`src/rtl/paddle_input_conditioner_if.sv`:
```
// Paddle button pins in, clean movement levels and press pulses out.
// master drives the raw buttons; slave is the conditioner.
interface paddle_input_conditioner_if;
  logic btn_up_raw;
  logic btn_down_raw;
  logic move_up_control;
  logic move_down_control;
  logic up_press_pulse;
  logic down_press_pulse;

  modport master (
    output btn_up_raw,
    output btn_down_raw,
    input  move_up_control,
    input  move_down_control,
    input  up_press_pulse,
    input  down_press_pulse
  );

  modport slave (
    input  btn_up_raw,
    input  btn_down_raw,
    output move_up_control,
    output move_down_control,
    output up_press_pulse,
    output down_press_pulse
  );
endinterface

```
`src/rtl/paddle_input_conditioner.sv`:
```
// Per-player paddle front end: sync, debounce, conflict resolve.
// Index 0 is the up button, index 1 the down button.
module paddle_input_conditioner #(
  parameter int DEBOUNCE_CYCLES = 500000
) (
  input  logic                             clk,
  input  logic                             reset,
  paddle_input_conditioner_if.slave        pad
);
  localparam int CW = $clog2(DEBOUNCE_CYCLES + 1);
  localparam logic [CW-1:0] LAST = CW'(DEBOUNCE_CYCLES - 1);

  typedef enum logic [1:0] {
    RELEASED,
    PRESS_PEND,
    PRESSED,
    RELEASE_PEND
  } db_state_e;

  logic [1:0] raw;
  logic [1:0] db;
  logic [1:0] acc;
  logic [1:0] acc_q;

  assign raw = {pad.btn_down_raw, pad.btn_up_raw};

  for (genvar i = 0; i < 2; i++) begin : g_btn
    logic          s1;
    logic          s2;
    db_state_e     state;
    db_state_e     state_nx;
    logic [CW-1:0] cnt;
    logic [CW-1:0] cnt_nx;

    always_ff @(posedge clk or posedge reset) begin
      if (reset) begin
        s1    <= 1'b0;
        s2    <= 1'b0;
        state <= RELEASED;
        cnt   <= '0;
      end else begin
        s1    <= raw[i];
        s2    <= s1;
        state <= state_nx;
        cnt   <= cnt_nx;
      end
    end

    // Any opposite sample in a PEND state aborts and clears the count
    always_comb begin
      state_nx = state;
      cnt_nx   = cnt;
      unique case (state)
        RELEASED: begin
          if (s2) begin
            state_nx = PRESS_PEND;
            cnt_nx   = '0;
          end
        end
        PRESS_PEND: begin
          if (!s2) begin
            state_nx = RELEASED;
            cnt_nx   = '0;
          end else if (cnt == LAST) begin
            state_nx = PRESSED;
            cnt_nx   = '0;
          end else begin
            cnt_nx = cnt + 1'b1;
          end
        end
        PRESSED: begin
          if (!s2) begin
            state_nx = RELEASE_PEND;
            cnt_nx   = '0;
          end
        end
        RELEASE_PEND: begin
          if (s2) begin
            state_nx = PRESSED;
            cnt_nx   = '0;
          end else if (cnt == LAST) begin
            state_nx = RELEASED;
            cnt_nx   = '0;
          end else begin
            cnt_nx = cnt + 1'b1;
          end
        end
        default: begin
          state_nx = RELEASED;
          cnt_nx   = '0;
        end
      endcase
    end

    assign db[i]  = (state == PRESSED) || (state == RELEASE_PEND);
    assign acc[i] = (state == PRESS_PEND) && (state_nx == PRESSED);
  end

  always_ff @(posedge clk or posedge reset) begin
    if (reset) begin
      acc_q                 <= 2'b00;
      pad.move_up_control   <= 1'b0;
      pad.move_down_control <= 1'b0;
      pad.up_press_pulse    <= 1'b0;
      pad.down_press_pulse  <= 1'b0;
    end else begin
      acc_q                 <= acc;
      pad.move_up_control   <= db[0] & ~db[1];
      pad.move_down_control <= db[1] & ~db[0];
      pad.up_press_pulse    <= acc_q[0];
      pad.down_press_pulse  <= acc_q[1];
    end
  end
endmodule

```
`src/flat_wrapper.sv`:
```
// flat-port wrapper written by rule: the top's interface ports become plain ports
module paddle_input_conditioner_flat 
#(
  parameter int DEBOUNCE_CYCLES = 500000
)
  (clk, reset, pad_btn_up_raw, pad_btn_down_raw, pad_move_up_control, pad_move_down_control, pad_up_press_pulse, pad_down_press_pulse);
  paddle_input_conditioner_if pad_i ();
  input  logic clk;
  input  logic reset;
  input wire logic [$bits(pad_i.btn_up_raw)-1:0] pad_btn_up_raw;
  input wire logic [$bits(pad_i.btn_down_raw)-1:0] pad_btn_down_raw;
  output wire logic [$bits(pad_i.move_up_control)-1:0] pad_move_up_control;
  output wire logic [$bits(pad_i.move_down_control)-1:0] pad_move_down_control;
  output wire logic [$bits(pad_i.up_press_pulse)-1:0] pad_up_press_pulse;
  output wire logic [$bits(pad_i.down_press_pulse)-1:0] pad_down_press_pulse;
  assign pad_i.btn_up_raw = pad_btn_up_raw;
  assign pad_i.btn_down_raw = pad_btn_down_raw;
  assign pad_move_up_control = pad_i.move_up_control;
  assign pad_move_down_control = pad_i.move_down_control;
  assign pad_up_press_pulse = pad_i.up_press_pulse;
  assign pad_down_press_pulse = pad_i.down_press_pulse;
  paddle_input_conditioner #(.DEBOUNCE_CYCLES(DEBOUNCE_CYCLES)) u_core (.clk(clk), .reset(reset), .pad(pad_i));
endmodule
```
`config.mk`:
```
export PLATFORM = sky130hd
export DESIGN_NAME = paddle_input_conditioner_flat
export DESIGN_NICKNAME = d
export VERILOG_FILES = /design/src/rtl/paddle_input_conditioner_if.sv /design/src/rtl/paddle_input_conditioner.sv /design/src/flat_wrapper.sv
export SDC_FILE = /design/constraint.sdc
export NUM_CORES = 1
export LEC_CHECK = 0
export CAP_MARGIN = 10
export CELL_PAD_IN_SITES_DETAIL_PLACEMENT = 0
export CELL_PAD_IN_SITES_GLOBAL_PLACEMENT = 2
export CORE_UTILIZATION = 40
export CTS_CLUSTER_SIZE = 10
export DETAILED_ROUTE_END_ITERATION = 16
export PLACE_DENSITY = 0.75
export SYNTH_ARGS = -nofsm -noshare
export SYNTH_HDL_FRONTEND = slang
export SYNTH_SLANG_ARGS = --single-unit
export TNS_END_PERCENT = 10
```
`constraint.sdc`:
```
create_clock -name clk -period 2.8 [get_ports clk]
set_input_delay 0.42 -clock clk [delete_from_list [all_inputs] [get_ports clk]]
set_output_delay 0.42 -clock clk [all_outputs]
set_load 0.01 [all_outputs]
```
# Word level (Yosys, flattened, before mapping)
# Index checks and enable logic that the tools add are counted.
dict set report op_classes {
  add_sub_neg 2
  n_eq_ne 14
  muxes 26
  n_bitwise 4
  reduce_logical 8
}
# op n
set op_table {}
lappend op_table {{2-to-1 mux 19 bit} 10}
lappend op_table {{case mux 19 bit (4 select lines)} 2}
lappend op_table {{adder 19 x 1 -> 19 bit, second input constant} 2}
lappend op_table {{== test 19 bit, second input constant} 2}
lappend op_table {{2-to-1 mux 2 bit} 12}
lappend op_table {{case mux 2 bit (4 select lines)} 2}
lappend op_table {{== test 2 bit, second input constant} 6}
lappend op_table {{== test 2 x 1 -> 1 bit, second input constant} 2}
lappend op_table {{logical NOT 2 bit} 2}
lappend op_table {{!= test 2 x 1 -> 1 bit, second input constant} 2}
lappend op_table {{!= test 2 bit, second input constant} 2}
lappend op_table {{AND reduction 2 bit} 2}
lappend op_table {{AND 1 bit} 2}
lappend op_table {{logical AND 1 bit} 2}
lappend op_table {{logical OR 1 bit} 2}
lappend op_table {{NOT 1 bit} 2}
dict set report totals {
  regBits 52
  input_bits 4
  out_inout_bits 4
  elab_cells 67
}

# Depth between registers and ports, before layout
# Gate-level depths: netlist (run 1).
dict set report logic_depth {
  depth_word 6
  ltp_mapped 8
  mapped_depth_nobuf 6
}

# Least setup slack after synthesis (run 1)
# Ideal clock, no wire load.
dict set report synth_timing {
  kind {reg2reg}
  startpoint {register u_core.g_btn[0].cnt[12]}
  endpoint {register u_core.g_btn[0].cnt[8]}
  setup_time_ns 0.134
  t_arrival_ns 1.827
  t_required_ns 2.666
  slack_ns 0.839
  path_stages_with_launch 8
  path_buffers 2
  period_less_slack_ns 1.961
  cell_sequence {dfrtp_1 > or4b_4 > nor4_4 > a211oi_1 > buf_6 > buf_6 > a21oi_1 > a31oi_1}
}
dict set report synth_between {
  elab_chain_len 4
  elab_cells_between_ends 5
  cone_classes {1 x eq/ne; 4 x mux}
}
# item line
set synth_lines {}
lappend synth_lines {{from (decl)} paddle_input_conditioner.sv:32} ;# logic [CW-1:0] cnt;
lappend synth_lines {{from (signal assigned)} paddle_input_conditioner.sv:45} ;# cnt <= cnt_nx;
lappend synth_lines {{== test 19 bit *} {paddle_input_conditioner.sv:64, paddle_input_conditioner.sv:81}}
lappend synth_lines {{2-to-1 mux 19 bit *} {paddle_input_conditioner.sv:64, paddle_input_conditioner.sv:81}}
lappend synth_lines {{2-to-1 mux 19 bit (on tied branches)} {paddle_input_conditioner.sv:78, paddle_input_conditioner.sv:61}}
lappend synth_lines {{case mux 19 bit (4 select lines) *} paddle_input_conditioner.sv:53} ;# unique case (state)
# Every way passes the cells marked *; elsewhere a longest branch is shown, timed or not.
# A chain may end at the register's enable or synchronous reset.

# Final worst setup path (run 1)
dict set report layout_timing {
  startpoint {register u_core.g_btn[0].cnt[11]}
  endpoint {register u_core.g_btn[0].cnt[17]}
}
dict set report layout_between {
  elab_chain_len 4
  elab_cells_between_ends 6
  cone_classes {1 x add/sub; 1 x eq/ne; 4 x mux}
}
# item line
set layout_lines {}
lappend layout_lines {{adder 19 x 1 -> 19 bit / == test 19 bit (equally long branches)} --}
lappend layout_lines {{2-to-1 mux 19 bit *} {paddle_input_conditioner.sv:64, paddle_input_conditioner.sv:81}}
lappend layout_lines {{2-to-1 mux 19 bit (on tied branches)} {paddle_input_conditioner.sv:78, paddle_input_conditioner.sv:61}}
lappend layout_lines {{case mux 19 bit (4 select lines) *} paddle_input_conditioner.sv:53}
# Marks and branches as above.

==> flow_summary.ini, run 1 <==
[die]
io_pins = 8
num_rows = 28
initial_core_util_pct = 42.4
dieArea_sq_um = 6710
die_w_um = 81.9
core_sq_um = 6030
fp.dieH_um = 81.9

[clocking]
post-cts-setup-buffer-count = 0
clockBufferDepth = 2
clk_latency_ns = 0.31
path_clk_slew_ns = 0.10
cts-root-buf = clkbuf_8
cts_sinks = 52
cts_htree_levels = 2
numCtsBuffers = 5
cts.repair.resized = 0
cts_hold_buffers = 0
cts_tree = built

[logic_synthesis]
synth-edff-count = 0
synth_compound_area_share_pct = 12.5
ys.flop_type = dfrtp_1
synth_top_family_by_area = simple AND/OR/NAND/NOR gates
yosysTopAreaCell = dfrtp_1
synthArstFlopShare_pct = 100
yosys.area_share.xor_xnor_pct = 6.17
synthTopCellsByArea = dfrtp_1 51%, xor2_1 4.1%, nand2_1 4.0%
ys_seq_elements = 52
seq_area_frac_synth_pct = 51.0
syn_area_per_cell_sq_um = 10.1
yosysUniqueCellTypes = 44
synth_fa_ha_area_share_pct = 0.980
synth_cells = 253
synthMostInstantiatedCell = dfrtp_1
synth_nets = 259
synth_top_area_share_pct = 51.0
synth-simple-area-share_pct = 24.7
syn_area_sq_um = 2550
synth_top_cells_by_count = 52 x dfrtp_1, 27 x nand2_1, 22 x nor2_1
synth.mux.area_fraction_pct = 2.11
yosysWarnings = 0

[worst_setup_path]
cp_data_arrival_time_ns = 2.36
worstSetupPathType = register to register
crit_start = u_core.g_btn[0].cnt[11]$_DFFE_PP0P_
rr_endpoint = u_core.g_btn[0].cnt[17]$_DFFE_PP0P_
r2r_setup_slack_ns = 0.63
critPathLaunchType = register
path_max_fanout = 17
r2r_cells = 6
crit_path_end_kind = register
rr_startpoint = u_core.g_btn[0].cnt[11]$_DFFE_PP0P_
critPathRequiredTime_ns = 2.99

[cells_and_area]
multiInputGateArea_sq_um = 1190
regArea_sq_um = 1300
n_fill_cell = 576
fin_area_sq_um = 2810
drive_above_1_share_pct = 9.81
fin_cells = 340
fin_nets = 270
final_core_util_pct = 46.7
n_antenna_cell = 0
synthToLayoutAreaGrowth_pct = 10.1

[run]
max-cap-violations = 0

[grt]
antenna_found_initial = 0
grt-busiest-layer = met1
grt_max_degree = 28
use_met1_pct = 28.0
grt_pass1_wl_um = 8940
grt_pass1_vias = 1729
grt_usage_pct = 17.8
grt_use_met3_pct = 3.33
overflow = 0
grtUsageMet2_pct = 24.2

[timing]
drv_slew = 0
min_period_ns = 2.17
fin_crit_sh_pct = 77.6
tightestPinTransition_ns = 0.652
rsz0062_at_grt = false
clock_skew_ns = 0.00836
fin_tns_setup_ns = 0
finalSetupViolCount = 0
fmax_mhz = 460
slew_headroom_pct = 56.2
hold_viol_final = 0

[placement]
hpwl_um = 3720
io_buffer_count = 7
gp_congestion = 0.756
placed_area_sq_um = 2710
dp.cells = 332

[pwr]
powerDensity_nw_per_um2 = 475
leakagePower_nw = 1.22
peakVddDrop_mv = 0.245
fin_total_pwr_mw = 1.34

[route]
drc = 0
drt_pass1_iterations = 4
via_per_inst = 5.57
drtIter0Drc = 81
drt_wl_total_um = 5260
routedWlPerCell_um = 15.5
ant_nets = 0
num_vias = 1893

[worst_hold_path]
min_to = u_core.pad.down_press_pulse$_DFF_PP0_
min-delay-start = u_core.acc_q[1]$_DFF_PP0_
worstHoldPathType = register to register
min_delay_path_depth = 0

[run_status]
status = completed
[metal layers]
layer | routed length [um] | vias to the layer above
met5 | 0 | -
met1 | 2910 | 926
met2 | 2140 | 26
met3 | 173 | 5
li1 | - | 936
met4 | 40 | 0
[flip-flops by register name (all words and copies together), names as in the netlist]
name                          cells
u_core.g_btn.s1                   2
u_core.g_btn.cnt                 38
u_core.pad.move_up_control        1
u_core.pad.down_press_pulse       1
u_core.pad.move_down_control      1
u_core.g_btn.state                4
u_core.pad.up_press_pulse         1
u_core.g_btn.s2                   2
u_core.acc_q                      2
[cell families (layout without fill, tap and decap cells)]
| group | count (synthesis) | in the layout |
|---|---|---|
| AND/OR/NAND/NOR | 115 | 115 |
| AO/OA/AOI/OAI | 48 | 48 |
| buffers and inverters | 13 | 25 |
| multiplexers | 5 | 5 |
| XOR/XNOR | 18 | 18 |
| flip-flops | 52 | 52 |
| adder cells (fa/ha/maj) | 2 | 2 |
[worst max-delay path by stage]
stage                                                endpoint  slack (ns)  cells after the start
after CTS                 u_core.g_btn[0].cnt[17]$_DFFE_PP0P_        0.61                      6
final                     u_core.g_btn[0].cnt[17]$_DFFE_PP0P_        0.63                      6
after global routing      u_core.g_btn[0].cnt[17]$_DFFE_PP0P_        0.49                      6
after global placement     u_core.g_btn[0].cnt[7]$_DFFE_PP0P_        0.65                      6
after floorplan            u_core.g_btn[0].cnt[8]$_DFFE_PP0P_        0.84                      7
after detailed placement   u_core.g_btn[0].cnt[5]$_DFFE_PP0P_        0.63                      6
[worst max-delay path: stages, from the launching register on]
cell and delay [ns]:
dfrtp_1 0.46, or4b_1 0.60, nor4_4 0.31, a211oi_2 0.16, buf_4 0.22, nor2_4 0.22, nor2_1 0.08
[layout by cell type (no fill, tap or decap), types with 6 or more instances in the layout]
master / n
nand4_1: 11
xnor2_1: 6
nor3_1: 6
dfrtp_1: 52
a31oi_1: 13
nand2_1: 27
a21oi_1: 9
clkdlybuf4s50_1: 7
clkbuf_8: 6
a21o_1: 6
xor2_1: 12
nand3_1: 15
nor2_1: 22
[where the power goes]
part	internal [mW]	total (mW)	switching, mW
registers	0.768	0.790	0.0225
clock network	0.201	0.460	0.259
logic	0.0305	0.0853	0.0548
total	0.999	1.34	0.336
[layout make-up]
class,count,area share (%)
sequential,52,46.3
timing repair buffer,12,3.83
clock inverter,2,0.534
clock buffer,6,2.94
multi-input combinational,188,42.4
inverter,5,0.668
tap,75,3.34
[per-stage QoR]
step	hold slack, ns	setup WS (ns)
global placement	0.332	0.650
global route	0.373	0.489
detailed placement	0.336	0.627
finish	0.355	0.627
CTS	0.360	0.614
floorplan	0.331	0.839
Note: power is estimated with default switching activity, not from simulation.
==> run 2, diff against run 1 <==
==> constraint.sdc (replaced) <==
create_clock -name clk -period 2.02 [get_ports clk]
set_input_delay 0.303 -clock clk [delete_from_list [all_inputs] [get_ports clk]]
set_output_delay 0.303 -clock clk [all_outputs]
set_load 0.01 [all_outputs]
==> run 2 against run 1 <==
Via count increased by 1.2%. Sequential cell count stayed put. Clock skew shrank 0.00050 ns. Global-route usage up 1.1 points. Highest routed layer unchanged. Routed wire length rose by 2.1%.
==> flow_summary.ini, run 2 (synthesis results as in run 1) <==
[placement]
io_buffer_count = 7
hpwl_um = 3750
post-place-ws_ns = 0.0206
gp_congestion = 0.746
dp.cells = 357
placed_area_sq_um = 2940

[clocking]
clockBufferDepth = 2
cts-root-buf = clkbuf_8
cts_htree_levels = 2
clk_latency_ns = 0.31
numCtsBuffers = 5
path_clk_slew_ns = 0.10
cts_tree = built
cts_sinks = 52

[pwr]
fin_total_pwr_mw = 1.96
seq_power_share_pct = 56.0
peakVddDrop_mv = 0.694
internal-power_mw = 1.49
leakagePower_nw = 1.40
sw_frac_of_total_pct = 23.9
power.switching_mw = 0.469
power.share.clock_pct = 37.0
powerDensity_nw_per_um2 = 638
p_comb_share_pct = 7.0

[timing]
tightestPinTransition_ns = 0.498
hold_viol_final = 0
setup_ws_ns = 0.0704
min_period_ns = 1.95
fin_tns_setup_ns = 0
fin_crit_sh_pct = 96.5
fmax_mhz = 513
slew_headroom_pct = 66.6
finalSetupViolCount = 0
whs_ns = 0.349
rsz0062_at_grt = true
drv_slew = 0
clock_skew_ns = 0.00785

[cells_and_area]
drive_above_1_share_pct = 18.6
fin_nets = 295
multiInputGateArea_sq_um = 1210
final_core_util_pct = 50.9
largest_register_ff_count = 38
fin_area_sq_um = 3070
regMostFlops = u_core.g_btn.cnt
n_fill_cell = 570
final_common_cell = dfrtp_1
regArea_sq_um = 1300
fin_cells = 365
reg.largest.list = u_core.g_btn.cnt: 38 flops, u_core.g_btn.state: 4 flops
synthToLayoutAreaGrowth_pct = 20.2
layout_common_cells = 52 x dfrtp_1, 27 x nand2_1, 27 x buf_4
n_antenna_cell = 0

[route]
ant_nets = 0
drc = 0
via_per_inst = 5.25
routedWlPerCell_um = 14.7
drtIter0Drc = 96
num_vias = 1915
drt_pass1_iterations = 4
drt_wl_total_um = 5380

[die]
core_sq_um = 6030
die_w_um = 81.9
initial_core_util_pct = 42.4
num_rows = 28
dieArea_sq_um = 6710
fp.dieH_um = 81.9
io_pins = 8

[grt]
grt_usage_pct = 18.9
overflow = 0
grt_pass1_wl_um = 9330
antenna_found_initial = 0
grt_max_degree = 53
grt_pass1_vias = 1814

[run]
max-cap-violations = 0

[worst_setup_path]
crit_path_end_kind = register
critPathRequiredTime_ns = 2.21
critPathLaunchType = register
worstSetupPathType = register to register
cp_data_arrival_time_ns = 2.14
path_max_fanout = 21

[worst_hold_path]
worstHoldPathType = primary input to asynchronous set/reset pin

[run_status]
status = completed
[run 2: worst paths after layout]
check | endpoint | start | cells after the start | slack (ns)
hold reg to reg | u_core.g_btn[0].s2$_DFF_PP0_ | u_core.g_btn[0].s1$_DFF_PP0_ | 0 | 0.36
min in group clk | u_core.g_btn[0].s2$_DFF_PP0_ | u_core.g_btn[0].s1$_DFF_PP0_ | 0 | 0.36
setup / recovery | u_core.g_btn[0].cnt[11]$_DFFE_PP0P_ | u_core.g_btn[0].cnt[12]$_DFFE_PP0P_ | 6 | 0.07
setup reg to reg | u_core.g_btn[0].cnt[11]$_DFFE_PP0P_ | u_core.g_btn[0].cnt[12]$_DFFE_PP0P_ | 6 | 0.07
hold / removal | u_core.g_btn[1].cnt[12]$_DFFE_PP0P_ | reset | 3 | 0.35
max in group asynchronous | u_core.g_btn[0].cnt[12]$_DFFE_PP0P_ | reset | 3 | 1.44
[run 2: layer usage]
metal,wire [um],vias up,part of all wire (%),track usage [%]
met5,0,-,0,0
met4,71,0,1.3,5.79
met3,137,6,2.5,3.67
met2,2100,17,39,23.8
met1,3070,903,57,31.0
li1,-,989,-,-
[run 2: repair_timing]
item                                    4_1_cts  5_1_grt
buffers inserted                              0        0
hold buffers                                  0        0
pin swaps                                     0        2
resized for setup                             1        5
endpoints found under the setup margin        1       15
[run 2: power groups by stage]
stage / clock (mW) / combinational [mW] / sequential (mW)
after floorplan: 0 / 0.0870 / 1.11
after global placement: 0 / 0.138 / 1.12
after detailed placement: 0 / 0.140 / 1.11
after CTS: 0.755 / 0.140 / 1.09
after global routing: 0.790 / 0.158 / 1.10
final: 0.724 / 0.137 / 1.10
[run 2: layout make-up]
class / instances / share of cell area (%)
flip-flops and latches: 52 / 42.4
clock buffers: 5 / 2.24
inverters: 5 / 0.611
well taps: 75 / 3.06
multi-input cells: 188 / 39.5
repair buffers: 37 / 10.8
clock inverters: 3 / 1.39
[run 2: critical path: stages (launching register included)]
cell	delay [ns]
dfrtp_1	0.39
or4b_4	0.55
nor4_4	0.32
a211oi_2	0.13
buf_12	0.17
nor2_4	0.19
nor2_1	0.08
